[config.mk]
export PLATFORM = sky130hd
export DESIGN_NAME = i2s_adc_deserializer
export DESIGN_NICKNAME = d
export VERILOG_FILES = /design/src/rtl/i2s_adc_deserializer.sv
export SDC_FILE = /design/constraint.sdc
export NUM_CORES = 1
export LEC_CHECK = 0
export ABC_AREA = 1
export ABC_CLOCK_PERIOD_IN_PS = 3600
export BUFFER_PORTS_ARGS = -buffer_cell sky130_fd_sc_hd__clkbuf_2
export CAP_MARGIN = 15
export CORE_ASPECT_RATIO = 0.75
export CORE_MARGIN = 4
export CORE_UTILIZATION = 56
export CTS_CLUSTER_DIAMETER = 120
export DETAILED_ROUTE_END_ITERATION = 8
export GPL_TIMING_DRIVEN = 0
export PLACE_DENSITY = 0.76
export SYNTH_ARGS = -nofsm -noshare
export SYNTH_HDL_FRONTEND = slang
export SYNTH_SLANG_ARGS = --single-unit
[constraint.sdc]
create_clock -name clk -period 3.6 [get_ports clk]
set_clock_uncertainty 0.2 [all_clocks]
set_input_delay 0.72 -clock clk [delete_from_list [all_inputs] [get_ports clk]]
set_output_delay 0.72 -clock clk [all_outputs]
set_load 0.05 [all_outputs]
[src/rtl/i2s_adc_deserializer.sv]
// I2S ADC capture: oversampled BCLK/LRCLK/SDATA -> stereo frames in a FWFT FIFO.
// Define I2S_LEFT_JUSTIFIED_EN for left-justified framing (no one-bit delay).
module i2s_adc_deserializer #(
    parameter int SAMPLE_WIDTH = 16,
    parameter int FIFO_DEPTH   = 8,
    parameter int SYNC_STAGES  = 2
) (
    input  logic                          clk,
    input  logic                          reset_n,
    input  logic                          bclk,
    input  logic                          lrclk,
    input  logic                          sdata,
    output logic [2*SAMPLE_WIDTH-1:0]     out_data,
    output logic                          out_valid,
    input  logic                          out_ready,
    output logic [$clog2(FIFO_DEPTH):0]   fifo_level,
    output logic                          locked,
    output logic                          overflow,
    input  logic                          clear_overflow
);

    localparam int AW = $clog2(FIFO_DEPTH);
    localparam int LW = AW + 1;
    localparam int CW = $clog2(SAMPLE_WIDTH + 1);
    localparam int FW = 2 * SAMPLE_WIDTH;
    localparam logic [CW-1:0] CNT_FULL = CW'(SAMPLE_WIDTH);
    localparam logic [CW-1:0] CNT_LAST = CW'(SAMPLE_WIDTH - 1);
    localparam logic [LW-1:0] LVL_FULL = LW'(FIFO_DEPTH);

    typedef enum logic [1:0] {WAIT_SYNC, LEFT, RIGHT} state_t;

    logic [SYNC_STAGES-1:0] bclk_sync, lr_sync, sd_sync;
    logic                   bclk_d;
    logic                   bclk_s, lr_s, sd_s, bit_evt;

    always_ff @(posedge clk or negedge reset_n) begin
        if (!reset_n) begin
            bclk_sync <= '0;
            lr_sync   <= '0;
            sd_sync   <= '0;
            bclk_d    <= 1'b0;
        end else begin
            bclk_sync <= {bclk_sync[SYNC_STAGES-2:0], bclk};
            lr_sync   <= {lr_sync[SYNC_STAGES-2:0], lrclk};
            sd_sync   <= {sd_sync[SYNC_STAGES-2:0], sdata};
            bclk_d    <= bclk_s;
        end
    end

    assign bclk_s  = bclk_sync[SYNC_STAGES-1];
    assign lr_s    = lr_sync[SYNC_STAGES-1];
    assign sd_s    = sd_sync[SYNC_STAGES-1];
    assign bit_evt = bclk_s & ~bclk_d;

    state_t                  state_q, state_d;
    logic                    lr_prev_q, lr_prev_d;
    logic [CW-1:0]           cnt_q, cnt_d;
    logic [SAMPLE_WIDTH-1:0] word_q, word_d, left_q, left_d;
    logic                    push_q, push_d;
    logic [FW-1:0]           push_data_q, push_data_d;
    logic                    lr_chg, start, take;
    logic [SAMPLE_WIDTH-1:0] bit_mask, word_tk;

    always_ff @(posedge clk or negedge reset_n) begin
        if (!reset_n) begin
            state_q     <= WAIT_SYNC;
            lr_prev_q   <= 1'b0;
            cnt_q       <= '0;
            word_q      <= '0;
            left_q      <= '0;
            push_q      <= 1'b0;
            push_data_q <= '0;
        end else begin
            state_q     <= state_d;
            lr_prev_q   <= lr_prev_d;
            cnt_q       <= cnt_d;
            word_q      <= word_d;
            left_q      <= left_d;
            push_q      <= push_d;
            push_data_q <= push_data_d;
        end
    end

    // Words are built left-justified by placing each bit at its final position,
    // so short words come out zero-filled and bits past SAMPLE_WIDTH are dropped.
    assign bit_mask = {{(SAMPLE_WIDTH-1){1'b0}}, sd_s} << (CNT_LAST - cnt_q);
    assign word_tk  = word_q | bit_mask;
    assign lr_chg   = lr_s != lr_prev_q;

    always_comb begin
        state_d     = state_q;
        lr_prev_d   = lr_prev_q;
        cnt_d       = cnt_q;
        word_d      = word_q;
        left_d      = left_q;
        push_d      = 1'b0;
        push_data_d = push_data_q;
        start       = 1'b0;
        take        = 1'b0;
        if (bit_evt) begin
            lr_prev_d = lr_s;
            case (state_q)
                WAIT_SYNC: begin
                    if (lr_chg && !lr_s) begin
                        state_d = LEFT;
                        start   = 1'b1;
                    end
                end
                LEFT: begin
                    if (lr_chg) begin
                        left_d  = word_q;
                        state_d = RIGHT;
                        start   = 1'b1;
                    end else begin
                        take = 1'b1;
                    end
                end
                RIGHT: begin
                    if (lr_chg) begin
                        // A full word was already pushed when the count hit SAMPLE_WIDTH.
                        if (cnt_q != '0 && cnt_q < CNT_FULL) begin
                            push_d      = 1'b1;
                            push_data_d = {left_q, word_q};
                        end
                        state_d = LEFT;
                        start   = 1'b1;
                    end else begin
                        take = 1'b1;
                        if (cnt_q == CNT_LAST) begin
                            push_d      = 1'b1;
                            push_data_d = {left_q, word_tk};
                        end
                    end
                end
                default: state_d = WAIT_SYNC;
            endcase
        end
        if (take && cnt_q < CNT_FULL) begin
            word_d = word_tk;
            cnt_d  = cnt_q + CW'(1);
        end
        if (start) begin
`ifdef I2S_LEFT_JUSTIFIED_EN
            word_d = {sd_s, {(SAMPLE_WIDTH-1){1'b0}}};
            cnt_d  = CW'(1);
`else
            word_d = '0;
            cnt_d  = '0;
`endif
        end
    end

    logic [FW-1:0] mem [FIFO_DEPTH];
    logic [AW-1:0] wr_ptr, rd_ptr;
    logic [LW-1:0] level;
    logic          do_pop, do_push, drop;

    assign do_pop  = out_valid & out_ready;
    assign do_push = push_q & ((level != LVL_FULL) | do_pop);
    assign drop    = push_q & ~do_push;

    always_ff @(posedge clk or negedge reset_n) begin
        if (!reset_n) begin
            wr_ptr   <= '0;
            rd_ptr   <= '0;
            level    <= '0;
            locked   <= 1'b0;
            overflow <= 1'b0;
        end else begin
            if (do_push) wr_ptr <= wr_ptr + AW'(1);
            if (do_pop)  rd_ptr <= rd_ptr + AW'(1);
            if (do_push && !do_pop)      level <= level + LW'(1);
            else if (!do_push && do_pop) level <= level - LW'(1);
            if (push_q) locked <= 1'b1;
            if (drop)                overflow <= 1'b1;
            else if (clear_overflow) overflow <= 1'b0;
        end
    end

    always_ff @(posedge clk) begin
        if (do_push) mem[wr_ptr] <= push_data_q;
    end

    assign out_valid  = level != '0;
    assign out_data   = out_valid ? mem[rd_ptr] : '0;
    assign fifo_level = level;

endmodule
==> impl_results.md <==
- Outcome: complete, but fails checks
- Violated checks: negative setup slack
- M1 wire length: around 14000 um
- Via density per instance: 5.40
- First-pass GRT wire length: 53400 um
- Clk slew on worst S/H paths: approximately 0.060 ns
- Leakage power: about 0.0073 uW
- Mapped Area: around 15000 um^2
- Setup crit start kind: flop
- Top cells by area, synth: edfxtp_1 53%, dfrtp_1 16%, nand2_1 13%
- CTS tree: done
- Total grt overflow: 0
- Iteration-0 DRC Markers: about 1000
- Cell count after synthesis: between 1000 and 1500
- Setup slack, reg-to-reg: ~0.69 ns
- Ys async rst share: 26.4%
- Die area: between 20000 and 30000 um^2
- Pwr Density: between 800 and 900 nW/um^2
- Initial core utilization: between 50% and 60%
- Arr. time, crit path: between 2 and 3 ns
- Synth warn: 0
- Maximum clock frequency: approximately 280 MHz
- Seq/Total Area, Yosys: between 60% and 70%
- Io pins: 46
- Crit Path Category: reg -> out
- Most common flop cell mapped by yosys: edfxtp_1
- H-tree depth: 2
- Tcrit/Tclk final: 100%
- Worst Hold Path EP: sd_sync[0]$_DFF_PN0_
- Worst reg-to-reg path cell count: 12
- Router iterations before antenna repair: 5
- Worst Path Max Fanout: 10
- HPWL after detailed placement: 23300 um
- N_diodes: 0
- Number of unique standard cell types used by synthesis: 30
- Top layer in use: met4
- Critical Path End Type: output port
- Worst EP required: around 2.7 ns
- Maxcap violations: 0
- Fin. Hold Viols: 0
- Total Wirelength: 33800 um
- Power, Total: about 14000 uW
- Number of synthesized register bits: approximately 350
- Crit-path cells: inv_1 -> nand3_1 -> clkbuf_1 -> nand2_1 -> nor2_1 -> clkbuf_2
- Die W: a little under 200 um
- Die Y: 148 um
- Setup ws final: -0.00506 ns
- Top cell type's share of synthesized area: 52.6%
- R2r endpoint: fifo_level[3]$_DFFE_PN0P_
- Met2 WL: 15700 um
- Unrepaired setup endpoints after global routing: true
- Hold crit path type: in -> reg
- Hold path depth: 1
- Via Count: 10200
- Worst-Margin Slew: ~0.98 ns
- Design area: between 15000 and 20000 um^2
- Largest area contributor in the netlist: edfxtp_1
- DRC errors left: 0
- Total CTS buffers: 34
- Min Clock Period, post-route: approximately 3.6 ns
- Fin. max-slew vios: 0
- Largest net degree at the start of global routing: 67
- Peak supply drop: between 600 and 700 uV
- Number of flops mapped to enable cells by yosys: 256
- RePlAce Congestion: 0.887
- Placed Area: 15600 um^2
- IO buf count: 45
- Core area: 25300 um^2
- Hold path start: sdata
- Clock sink count: roughly 350
- # setup viols final: 1
- CP max-delay cell: clkbuf_1
- CTS Root Cell: clkbuf_16
- Syn avg cell area: between 10 and 15 um^2
- Number of antenna violations at the first check in global routing: 0
- Worst slack at placement: around 0.6 ns
- WL met3: roughly 3000 um
- NumNets Final: approximately 1500
- Share of post-route cells with drive strength above 1: a little under an eighth
- CP max stage delay: around 0.57 ns
- Clk Latency, worst-skew pair: roughly 0.5 ns
- Total Routing Usage GR: a little under a quarter
- Longest Clk Path Bufs: 3
- Syn nets: approximately 1400
- Routed len/inst: between 15 and 20 um
- Vias in the first global route: about 9800
- Routed Antenna Nets: 0
- Layout area overhead: 14.6%
- Rows: 50
- Max_slew headroom: roughly 34%
- FF-to-FF Start: fifo_level[1]$_DFFE_PN0P_
sequential cells by signal (all words and copies together), names as in the netlist:
| register | cells |
|---|---|
| rd_ptr | 3 |
| lr_sync | 2 |
| left_q | 16 |
| lr_prev_q | 1 |
| bclk_sync | 2 |
| sd_sync | 2 |
| word_q | 16 |
| bclk_d | 1 |
| cnt_q | 5 |
| overflow | 1 |
| wr_ptr | 3 |
| fifo_level | 4 |
| mem | 256 |
| push_data_q | 32 |
| locked | 1 |
| state_q | 2 |
| push_q | 1 |
worst max-delay path, delay by kind of cell, from the launching register on:
kind | cells | cell delay (ns)
buffers and inverters | 3 | 0.97
flip-flops | 1 | 0.46
AND/OR/NAND/NOR | 3 | 0.75
stage by stage:
step                hold WS (ns)  TNS [ns]  cells  util, %
global placement           0.132   -607.25   1804     60.2
CTS                        0.105         0   1890     66.1
global route               0.110    -0.914   1890     66.1
finish                     0.118  -0.00506   1890     66.1
detailed placement         0.140         0   1828     61.5
floorplan                  0.131   -114.32   1421        -
Yosys cell counts, types with 3 or more instances:
| library cell | instances |
|---|---|
| o21ai_0 | 66 |
| nor3_1 | 8 |
| dfrtp_1 | 92 |
| buf_6 | 4 |
| nor2_2 | 3 |
| edfxtp_1 | 256 |
| buf_2 | 19 |
| clkbuf_1 | 24 |
| xor2_1 | 4 |
| nand3_1 | 111 |
| a21oi_1 | 21 |
| buf_4 | 11 |
| o21ai_1 | 22 |
| nor2_1 | 113 |
| inv_2 | 3 |
| inv_1 | 123 |
| buf_1 | 8 |
| nand2_1 | 505 |
| ha_1 | 12 |
| xnor2_1 | 5 |
cell type report:
type / count / area (um^2)
sequential: 348 / 9990
fill: 1835 / 8590
multi-input combinational: 880 / 3840
clock buffer: 47 / 983
timing repair buffer: 70 / 524
inverter: 127 / 477
tap: 338 / 423
buffer: 66 / 344
clock inverter: 14 / 160
cell families after synthesis:
group                      Yosys count  share of synthesized area [%]
and+or+nand+nor                    746                           20.5
AOI/OAI and AO/OA                  112                           3.87
buffers and inverters              193                           5.61
xor gates and xnor gates             9                          0.539
DFF                                348                           68.4
adders and majority gates           13                           1.16
layer usage:
layer	track usage (%)	vias up
met4	6.47	0
met5	0	-
met3	4.03	62
met2	37.3	477
li1	-	4837
met1	34.3	4836
power breakdown:
group,internal (uW),switching (uW)
Clock,2140,1470
Sequential,4510,219
Combinational,1300,4000
worst max path at each step:
| stage | startpoint | endpoint | slack (ns) |
|---|---|---|---|
| after detailed placement | fifo_level[3]$_DFFE_PN0P_ | out_data[2] | 0.61 |
| after global routing | rd_ptr[0]$_DFFE_PN0P_ | out_data[5] | -0.12 |
| after floorplan | fifo_level[1]$_DFFE_PN0P_ | mem[4][0]$_DFFE_PP_ | -0.45 |
| final | fifo_level[3]$_DFFE_PN0P_ | out_data[3] | -0.005 |
| after global placement | out_ready | mem[6][16]$_DFFE_PP_ | -2.82 |
| after CTS | rd_ptr[0]$_DFFE_PN0P_ | out_data[5] | 0.05 |
repair_timing:
action | 4_1_cts | 5_1_grt
hold buffers | 1 | 0
buffers inserted | 0 | 0
endpoints found under the hold margin | 26 | 0
resized for setup | 0 | 3
setup endpoints to repair | 0 | 23
cell usage in the layout, fill, tap and decap left out, types with 4 or more instances in the layout:
cell,count
nor2_1,113
nor3_2,8
edfxtp_1,256
clkbuf_16,37
o21ai_1,22
clkbuf_1,30
clkbuf_2,45
inv_1,123
buf_1,9
clkinv_2,5
xor2_1,4
a21oi_1,21
dfrtp_1,92
nand3_1,111
nand2_1,505
xnor2_1,5
buf_6,23
ha_1,12
buf_2,19
o21ai_0,66
buf_4,13
(Power assumes the default switching activity.)
